`src/rtl/demux_32_regbank.sv`:
```
// demux_32_regbank
//
// Write side of a 32-entry register bank. A valid/ready write is staged for one
// cycle (stage register plus registered one-hot decode of the target index) and
// committed on the following edge. A bulk-clear engine sweeps every entry to zero,
// one entry per cycle, while holding off new writes. All entries are exposed on a
// flat bus that feeds a 32:1 read mux directly.
//
// Ports:
//   clock      in   rising-edge clock
//   reset      in   synchronous active-high reset
//   wr_valid   in   write request
//   wr_ready   out  write accepted on this edge when wr_valid && wr_ready
//   wr_select  in   target entry index
//   wr_data    in   write data
//   clr_start  in   single-cycle request to clear all entries
//   busy       out  high while the clear sweep runs
//   wr_onehot  out  decoded enable of the staged write, zero when nothing is staged
//   regs_out   out  entry i on bits [DATA_WIDTH*i +: DATA_WIDTH]

module demux_32_regbank #(
   parameter int unsigned DATA_WIDTH = 32,
   parameter int unsigned ZERO_REG   = 1
) (
   input  logic                       clock,
   input  logic                       reset,
   input  logic                       wr_valid,
   output logic                       wr_ready,
   input  logic [4:0]                 wr_select,
   input  logic [DATA_WIDTH-1:0]      wr_data,
   input  logic                       clr_start,
   output logic                       busy,
   output logic [31:0]                wr_onehot,
   output logic [32*DATA_WIDTH-1:0]   regs_out
);

   localparam int unsigned NumEntries = 32;

   typedef enum logic [0:0] {
      StIdle,
      StClear
   } state_e;

   state_e                  state_q;
   logic [4:0]              cnt_q;

   logic                    stage_valid_q;
   logic [4:0]              stage_sel_q;
   logic [DATA_WIDTH-1:0]   stage_data_q;
   logic [31:0]             onehot_q;
   logic [31:0]             onehot_d;

   logic [DATA_WIDTH-1:0]   regs_q [NumEntries];

   logic                    accept;

   // Clear wins over a write presented in the same cycle; the sender keeps holding.
   assign wr_ready = (state_q == StIdle) && !clr_start;
   assign accept   = wr_valid && wr_ready;
   assign busy     = (state_q == StClear);

   // Decode the incoming index now so the staged one-hot comes straight from a flop.
   always_comb begin
      onehot_d = '0;
      if (accept) begin
         onehot_d = 32'd1 << wr_select;
         if (ZERO_REG != 0) begin
            onehot_d[0] = 1'b0;
         end
      end
   end

   // Clear sequencer: cnt_q names the entry zeroed on the next edge.
   always_ff @(posedge clock) begin
      if (reset) begin
         state_q <= StIdle;
         cnt_q   <= 5'd0;
      end else begin
         unique case (state_q)
            StIdle: begin
               if (clr_start) begin
                  state_q <= StClear;
                  cnt_q   <= 5'd0;
               end
            end
            StClear: begin
               cnt_q <= cnt_q + 5'd1;
               if (cnt_q == 5'd31) begin
                  state_q <= StIdle;
               end
            end
            default: begin
               state_q <= StIdle;
               cnt_q   <= 5'd0;
            end
         endcase
      end
   end

   // Stage register: holds at most one accepted write for exactly one cycle.
   always_ff @(posedge clock) begin
      if (reset) begin
         stage_valid_q <= 1'b0;
         stage_sel_q   <= 5'd0;
         stage_data_q  <= '0;
         onehot_q      <= '0;
      end else begin
         stage_valid_q <= accept;
         onehot_q      <= onehot_d;
         if (accept) begin
            stage_sel_q  <= wr_select;
            stage_data_q <= wr_data;
         end
      end
   end

   assign wr_onehot = onehot_q;

   // Entry storage. The clear assignment comes last so it overrides a commit to the
   // same entry on the same edge.
   always_ff @(posedge clock) begin
      if (reset) begin
         for (int i = 0; i < NumEntries; i++) begin
            regs_q[i] <= '0;
         end
      end else begin
         for (int i = 0; i < NumEntries; i++) begin
            if (stage_valid_q && (stage_sel_q == 5'(i)) && !((ZERO_REG != 0) && (i == 0))) begin
               regs_q[i] <= stage_data_q;
            end
            if ((state_q == StClear) && (cnt_q == 5'(i))) begin
               regs_q[i] <= '0;
            end
         end
      end
   end

   // Flatten for the read mux; entry 0 is tied off when it is the zero register.
   always_comb begin
      regs_out = '0;
      regs_out[0 +: DATA_WIDTH] = (ZERO_REG != 0) ? '0 : regs_q[0];
      for (int i = 1; i < NumEntries; i++) begin
         regs_out[DATA_WIDTH*i +: DATA_WIDTH] = regs_q[i];
      end
   end

endmodule

```
`config.mk`:
```
export PLATFORM = sky130hd
export DESIGN_NAME = demux_32_regbank
export DESIGN_NICKNAME = d
export VERILOG_FILES = /design/src/rtl/demux_32_regbank.sv
export SDC_FILE = /design/constraint.sdc
export NUM_CORES = 1
export LEC_CHECK = 0
export CAP_MARGIN = 5
export CORE_AREA = 2 2 429 431
export DETAILED_ROUTE_END_ITERATION = 12
export DIE_AREA = 0 0 431 433
export HOLD_SLACK_MARGIN = 0.02
export PLACE_DENSITY = 0.52
export SYNTH_ARGS = -nofsm -noshare
export SYNTH_HDL_FRONTEND = slang
export SYNTH_SLANG_ARGS = --single-unit
```
`constraint.sdc`:
```
create_clock -name clock -period 5.4 [get_ports clock]
set_input_delay 0.81 -clock clock [delete_from_list [all_inputs] [get_ports clock]]
set_output_delay 0.81 -clock clock [all_outputs]
set_load 0.05 [all_outputs]
```
## Word level (Yosys, flattened, before mapping)

Memory sizes are Yosys's and may differ from the RTL's.
Cells that the tools add are included.

| word-level totals | value |
|---|---|
| register bits after elaboration | 76 |
| bits in writable memories | 1024 |
| input port bits | 41 |
| output and inout bits | 1058 |
| word-level logic and storage cells | 465 |
| memories kept | 1 |

Memory list:

| memory | depth | width | rd ports | clocked after Yosys merged registers in | wr ports | line | text |
|---|---|---|---|---|---|---|---|
| regs_q | 32 | 32 | 31 | 0 | 32 | 53 | `logic [DATA_WIDTH-1:0] regs_q [NumEntries];` |

| operators by class | value |
|---|---|
| add/sub/neg operators | 1 |
| equal/unequal tests | 63 |
| shift-type cells | 1 |
| mux-type cells | 259 |
| bitwise gates (word level) | 65 |
| reductions and logical operators | 68 |

Operator list:

| operator | number |
|---|---|
| $mux W32 | 63 |
| $mux W1 | 193 |
| $eq A5 B5 Y1 const B | 32 |
| $eq A5 B4 Y1 const B | 16 |
| $logic_and A1 B1 Y1 | 65 |
| $or A1 B1 Y1 | 63 |
| $eq A5 B3 Y1 const B | 8 |
| $shl A1 B5 Y32 const A | 1 |
| $eq A5 B2 Y1 const B | 4 |
| $eq A5 B1 Y1 const B | 2 |
| $pmux W5 S2 | 1 |
| $add A5 B1 Y5 const B | 1 |
| $logic_not A5 Y1 | 1 |
| $mux W5 | 1 |
| $ne A2 B2 Y1 const B | 1 |
| $not A1 Y1 | 2 |
| $pmux W1 S2 | 1 |
| $reduce_or A2 Y1 | 1 |
| $logic_not A1 Y1 | 1 |

## Depth between registers and ports, before layout

Gate-level depths: netlist of run 1.

| depth | value |
|---|---|
| depth after elaboration | 7 |
| mapped depth | 7 |
| gate-level depth less buffers | 6 |

## Worst setup path before layout of run 1

Ideal clock, no wire load.

| path | value |
|---|---|
| path type | input to register |
| from | input reset |
| to | memory regs_q[8][0] (netlist: regs_q[0][256]), enable pin |
| arrival time | 3.811 ns |
| setup slack | 1.123 ns |
| cell stages on the path | 5 |
| cell sequence | buf_2 -> and3b_1 -> buf_2 -> nand2_1 -> o21ai_0 |

RTL lines:

| item | line | text |
|---|---|---|
| start: declaration | 26 | `input logic reset,` |
| end: declaration | 53 |  |

## Worst setup path in the final report of run 1

| path | value |
|---|---|
| from | input clr_start |
| to | output wr_ready |

| on the way | value |
|---|---|
| word-level cells in the longest chain between the ends | 2 |

Ends and longest elaborated chain:

| item | line | text |
|---|---|---|
| start: declaration | 31 | `input logic clr_start,` |
| $logic_not A1 Y1 | 58 | `assign wr_ready = (state_q == StIdle) && !clr_start;` |
| $logic_and A1 B1 Y1 | 58 |  |
| end: declaration | 28 | `output logic wr_ready,` |

No other way between the ends.

==> flow_summary.toml, run 1 <==
[clock_tree]
cts_tree = "done"
cts_buffer_depth = 3
clock_latency_ps = 780
clkTransAtPathRegs_ps = 60
clock-sinks = 1067
cts-resized-gates = 0
clock-root-buffer = "clkbuf_16"
htree_levels = 3
cts_buffers = 120
hold_buffers = 0
cts_setup_buffers = 0

[synth]
yosysTopAreaCellShare_pct = 75.4
synth_adder_area_share_pct = 0.190
yosysUniqueCellTypes = 47
seq_area_frac_synth_pct = 79.2
synth-compound-area-share_pct = 1.96
synthXorXnorAreaFrac_pct = 0
synth_edf_count = 992
yosys.area_share.simple_pct = 15.7
synth_top_family_by_area = "simple AND/OR/NAND/NOR gates"
synthesis.area_sq_um = 39500
yosys.area.top_type = "edfxtp_1"
synthFlopType = "edfxtp_1"
synth_seq_cells = 1067
synthCells = 2722
syn_avg_cell_area_sq_um = 14.5
yosysWarnings = 0
async_flop_share_pct = 0
synth.area.top_cells = "edfxtp_1 75%, and2_1 7.1%, nor2_1 5.5%"
synth_mux_area_share_pct = 0.0507

[critical_path]
cp_slowest_cell = "clkdlybuf4s50_1"
worst_setup_path_start_kind = "primary input"
critPathMaxStageDelay_ps = 990
crit_type = "primary input to primary output"
cp_data_arrival_time_ps = 3280
end_kind = "primary output"
critPathMaxFanout = 6
crit_required_ps = 4590
path_cells = "clkdlybuf4s50_1, nor2_1, clkdlybuf4s50_1"
critPathBufInv = 2
cp_top_family = "buffers and inverters"
crit_top_cell = "clkdlybuf4s50_1"

[worst_hold_path]
hold_path_class = "flip-flop to flip-flop"

[sta]
setup_ws_ps = 1310
fin_tns_setup_ps = 0
finalCritPeriodShare_pct = 75.8
fin_crit_ps = 4090
tightest_slew_ps = 1220
maxSlewHeadroom_pct = 18.6
hold_slack_ps = 474
slew_viol_final = 0
skew_ps = 52.4
setup_viol = 0
hold_violations = 0
fmax_mhz = 244
rsz0062_at_grt = "false"

[run_status]
outcome = "finished, final reports clean"

[routing]
num_vias = 26700
avgRoutedWirePerCell_microns = 29.1
postRouteAntennaNets = 0
dr.pass1.iters = 5
vias_per_cell = 4.24
drc_errors = 0
wl_mm = 183
drtIter0Drc = 2453

[pwr]
irDropWorstVdd_uv = 278
power_density_nw_per_um2 = 351
p_leak_nw = 19.5

[global_route]
antenna_found_initial = 31
grt_usage_pct = 18.8
grt_pass1_wl_mm = 237
grt_pass1_vias = 25700
grt_max_degree = 50
grt-ovfl-total = 0

[place]
dpl.hpwl_mm = 127
place.port_buffers = 1065
place_area_sq_um = 53500
dpl_worst_slack_ps = 1470
place.gp.congestion = 0.828

[job]
max_cap_violations = 0

[cells_and_area]
syn_to_final_growth_pct = 45.3
nets = 3839
layout-drive-gt1-share_pct = 9.02
stdcell_area_sq_um = 57400

[floorplanning]
start_util_pct = 21.7
die_h_microns = 433
dieArea_sq_um = 187000
num_rows = 157
io_pins = 1099
die_w_microns = 431
core_sq_um = 182000
==> layer usage <==
metal	vias to the layer above	part of all wire [%]	track usage (%)
met5	-	0	0
met4	0	3.4	6.46
met3	230	8.5	4.65
met2	1279	51	33.0
met1	13700	37	22.4
li1	11400	-	-
==> tightest hold or removal path, delay by kind of cell (launching register included) <==
family | cells | cell delay [ps]
DFF | 1 | 330
and+or+nand+nor | 1 | 50
AOI/OAI and AO/OA | 1 | 50
==> worst paths after layout <==
| path | from | end | slack, ps | cells after the start |
|---|---|---|---|---|
| hold / removal | stage_data_q[21] | stage_data_q[21] | 470 | 2 |
| setup / recovery | clr_start | wr_ready | 1310 | 3 |
| setup reg to reg | busy | regs_q[0][934] | 2290 | 5 |
| hold reg to reg | stage_data_q[21] | stage_data_q[21] | 470 | 2 |
==> logic make-up (layout without fill, tap and decap cells) <==
logic type / after synthesis / after routing
muxes: 2 / 2
AOI/OAI and AO/OA: 111 / 111
other: 1 / 42
adders and majority gates: 6 / 6
DFF: 1067 / 1067
buffers and inverters: 241 / 1377
and+or+nand+nor: 1294 / 1294
==> cell usage in the layout (no fill, tap or decap), types with 19 or more instances in the layout <==
master           synthesis  final
and2_1                 451    450
edfxtp_1               992    992
buf_4                   37     85
clkdlybuf4s50_1          0   1064
clkbuf_1               119     31
a21oi_1                 41     40
dfxtp_1                 75     47
o21ai_4                  0     19
clkbuf_16                0    120
nand2_1                210    210
dfxtp_2                  0     28
clkinv_1                 0     22
clkinv_2                 0     19
nor2_1                 583    582
conb_1                   1     33
==> Yosys cell counts (all sizes together) (2+ instances only) <==
cell	number
nand3	5
clkbuf	119
or2	2
or3	2
nand4bb	2
inv	5
o211ai	14
o221ai	8
nand2b	4
a21o	3
nor3b	3
ha	6
a31oi	17
a21oi	41
nor2b	6
a311o	2
nand2	210
o31a	2
nor2	584
buf	117
o21ai	23
nand3b	11
edfxtp	992
mux2i	2
dfxtp	75
or3b	5
and2	452
nand4b	3
==> state kept, by name, summed over array words and instances (netlist names) <==
signal / flops
stage_data_q: 32
stage_valid_q: 1
stage_sel_q: 5
regs_q: 992
busy: 1
cnt_q: 5
wr_onehot: 31
==> through the flow <==
stage / cells / util, % / total power, mW
finish: 6284 / 31.5 / 20.1
global route: 6279 / 31.5 / 20.7
global placement: 6052 / 29.3 / 12.2
floorplan: 2754 / - / 11.1
detailed placement: 6054 / 29.4 / 12.2
CTS: 6274 / 31.5 / 20.3
==> cell type report <==
type / count / area (sq um)
well taps: 2385 / 2980
fillers: 18100 / 125000
clock buffers: 154 / 3160
repair buffers: 1152 / 11400
multi-input cells: 1446 / 7800
clock inverters: 66 / 702
inverters: 5 / 18.8
diodes: 9 / 22.5
flip-flops and latches: 1067 / 31300
==> power by group <==
part | switching, mW | internal, mW
Clock | 3.54 | 4.58
Sequential | 0.177 | 9.34
Combinational | 1.86 | 0.617
Power figures use the tool's default switching activity.
==> inputs of run 2 (changes only) <==
clock period = 3.85 ns   (was 5.4 ns; I/O delays follow)
==> run 2 against run 1 <==
- via count up 0.33%
- clock-buffer cell count up 1
- critical path depth unchanged
- wire length down 0.19%
- clock skew about the same
- critical endpoint is now regs_q[0][326]
- register-to-register slack worse by 1400 ps
- utilization about the same
- total power up 39%
==> flow_summary.toml, run 2 (synthesized netlist as in run 1, its figures left out) <==
[run_status]
outcome = "finished, final reports clean"

[pwr]
power_frac_clock_pct = 40.0
switchingPower_mw = 7.79
p_int_mw = 20.2
irDropWorstVdd_uv = 385
power_mw = 28.0
share_comb_of_total_power_pct = 12.2
power_density_nw_per_um2 = 488
netSwitchingFraction_pct = 27.8
seq_power_share_pct = 47.8
p_leak_nw = 19.5

[global_route]
grt_usage_pct = 18.8
grt_max_degree = 42
grt_pass1_vias = 25700
grt-ovfl-total = 0
antenna_found_initial = 38
grt_pass1_wl_mm = 237

[critical_path]
cp_data_arrival_time_ps = 3420
ff2ff_path_depth = 3
crit_type = "flip-flop to flip-flop"
critPathMaxFanout = 19
regToRegSetupSlack_ps = 880
crit_required_ps = 4300
end_kind = "flip-flop"
worst_setup_path_start_kind = "flip-flop"

[worst_hold_path]
holdPathStages = 3
hold_path_class = "primary input to flip-flop"

[floorplanning]
io_pins = 1099
core_sq_um = 182000
die_h_microns = 433
start_util_pct = 21.7
dieArea_sq_um = 187000
num_rows = 157
die_w_microns = 431

[cells_and_area]
largest_reg_flops = 992
top_register = "regs_q"
nets = 3854
fillCellCount = 18100
stdcell_area_sq_um = 57400
ff_latch_area_sq_um = 31300
layout_common_cells = "1063 x clkdlybuf4s50_1, 992 x edfxtp_1, 582 x nor2_1"
final_common_cell = "clkdlybuf4s50_1"
multi_input_area_sq_um = 7800
syn_to_final_growth_pct = 45.3
layout-drive-gt1-share_pct = 9.65

[place]
dpl.hpwl_mm = 129
place_area_sq_um = 53600
place.port_buffers = 1065
place.gp.congestion = 0.852
dpl_worst_slack_ps = 787

[sta]
setup_ws_ps = 882
rsz0062_at_grt = "false"
maxSlewHeadroom_pct = 19.4
setup_viol = 0
skew_ps = 52.6
hold_violations = 0
slew_viol_final = 0
fmax_mhz = 337
finalCritPeriodShare_pct = 77.1
hold_slack_ps = 368
fin_tns_setup_ps = 0
tightest_slew_ps = 1210
fin_crit_ps = 2970

[clock_tree]
clkTransAtPathRegs_ps = 60
clock_latency_ps = 760
cts_buffer_depth = 3
clock-root-buffer = "clkbuf_16"
htree_levels = 3
cts_buffers = 118
clock-sinks = 1067
cts-resized-gates = 0
cts_tree = "done"

[routing]
num_vias = 26700
avgRoutedWirePerCell_microns = 28.9
drtIter0Drc = 2214
vias_per_cell = 4.24
dr.pass1.iters = 5
drc_errors = 0
postRouteAntennaNets = 0
wl_mm = 182

[job]
max_cap_violations = 0
-- run 2: changes by cell type in the layout (fill, tap and decap cells not counted), moves of 2 or more --
cell	previous run	this run
bufinv_16	9	6
diode_2	9	15
dfxtp_1	47	45
clkbuf_2	0	7
clkbuf_1	31	24
clkinv_2	19	21
inv_8	0	2
dfxtp_2	28	30
buf_4	85	104
clkinvlp_4	1	3
clkinv_4	3	1
-- run 2: power groups by stage --
stage          registers, mW  clock network, mW  logic, mW
2_1_floorplan           15.0                  0      0.536
3_3_place_gp            13.6                  0       3.45
3_5_place_dp            13.7                  0       3.46
4_1_cts                 13.4               11.5       3.46
5_1_grt                 13.4               11.9       3.51
6_report                13.4               11.2       3.42
-- run 2: path summary, 6_finish.rpt --
check	start	to
worst min register to register	stage_sel_q[2]	stage_sel_q[2]
worst max register to register	stage_sel_q[1]	regs_q[0][326]
worst max-delay path	stage_sel_q[1]	regs_q[0][326]
worst min-delay path	wr_data[11]	stage_data_q[11]
-- run 2: stage by stage --
step / utilization, % / instances
final: 31.5 / 6306
after global routing: 31.5 / 6298
after CTS: 31.5 / 6291
after detailed placement: 29.4 / 6071
after global placement: 29.4 / 6071
after floorplan: - / 2754
-- run 2: cell type report --
type / count / share of cell area [%]
flip-flops and latches: 1067 / 54.6
well taps: 2385 / 5.20
clock inverters: 64 / 0.999
clock buffers: 155 / 5.57
diodes: 15 / 0.0654
multi-input cells: 1446 / 13.6
repair buffers: 1169 / 20.0
inverters: 5 / 0.0327
-- run 2: worst max-delay path, cell delays in order, from the launching register on --
cell	delay, ps
dfxtp_1	510
nand2b_1	700
o221ai_4	1040
buf_4	370
-- run 2: timing repair --
action | CTS | global route
hold buffers | 1 | 0
hold endpoints to repair | 1 | 0
setup buffers | 0 | 0
-- run 2: layer usage --
layer	GRT usage (%)	part of all wire (%)
met1	22.4	37
met2	32.5	50
met3	4.85	8.5
met4	6.93	3.7
met5	0	0.021
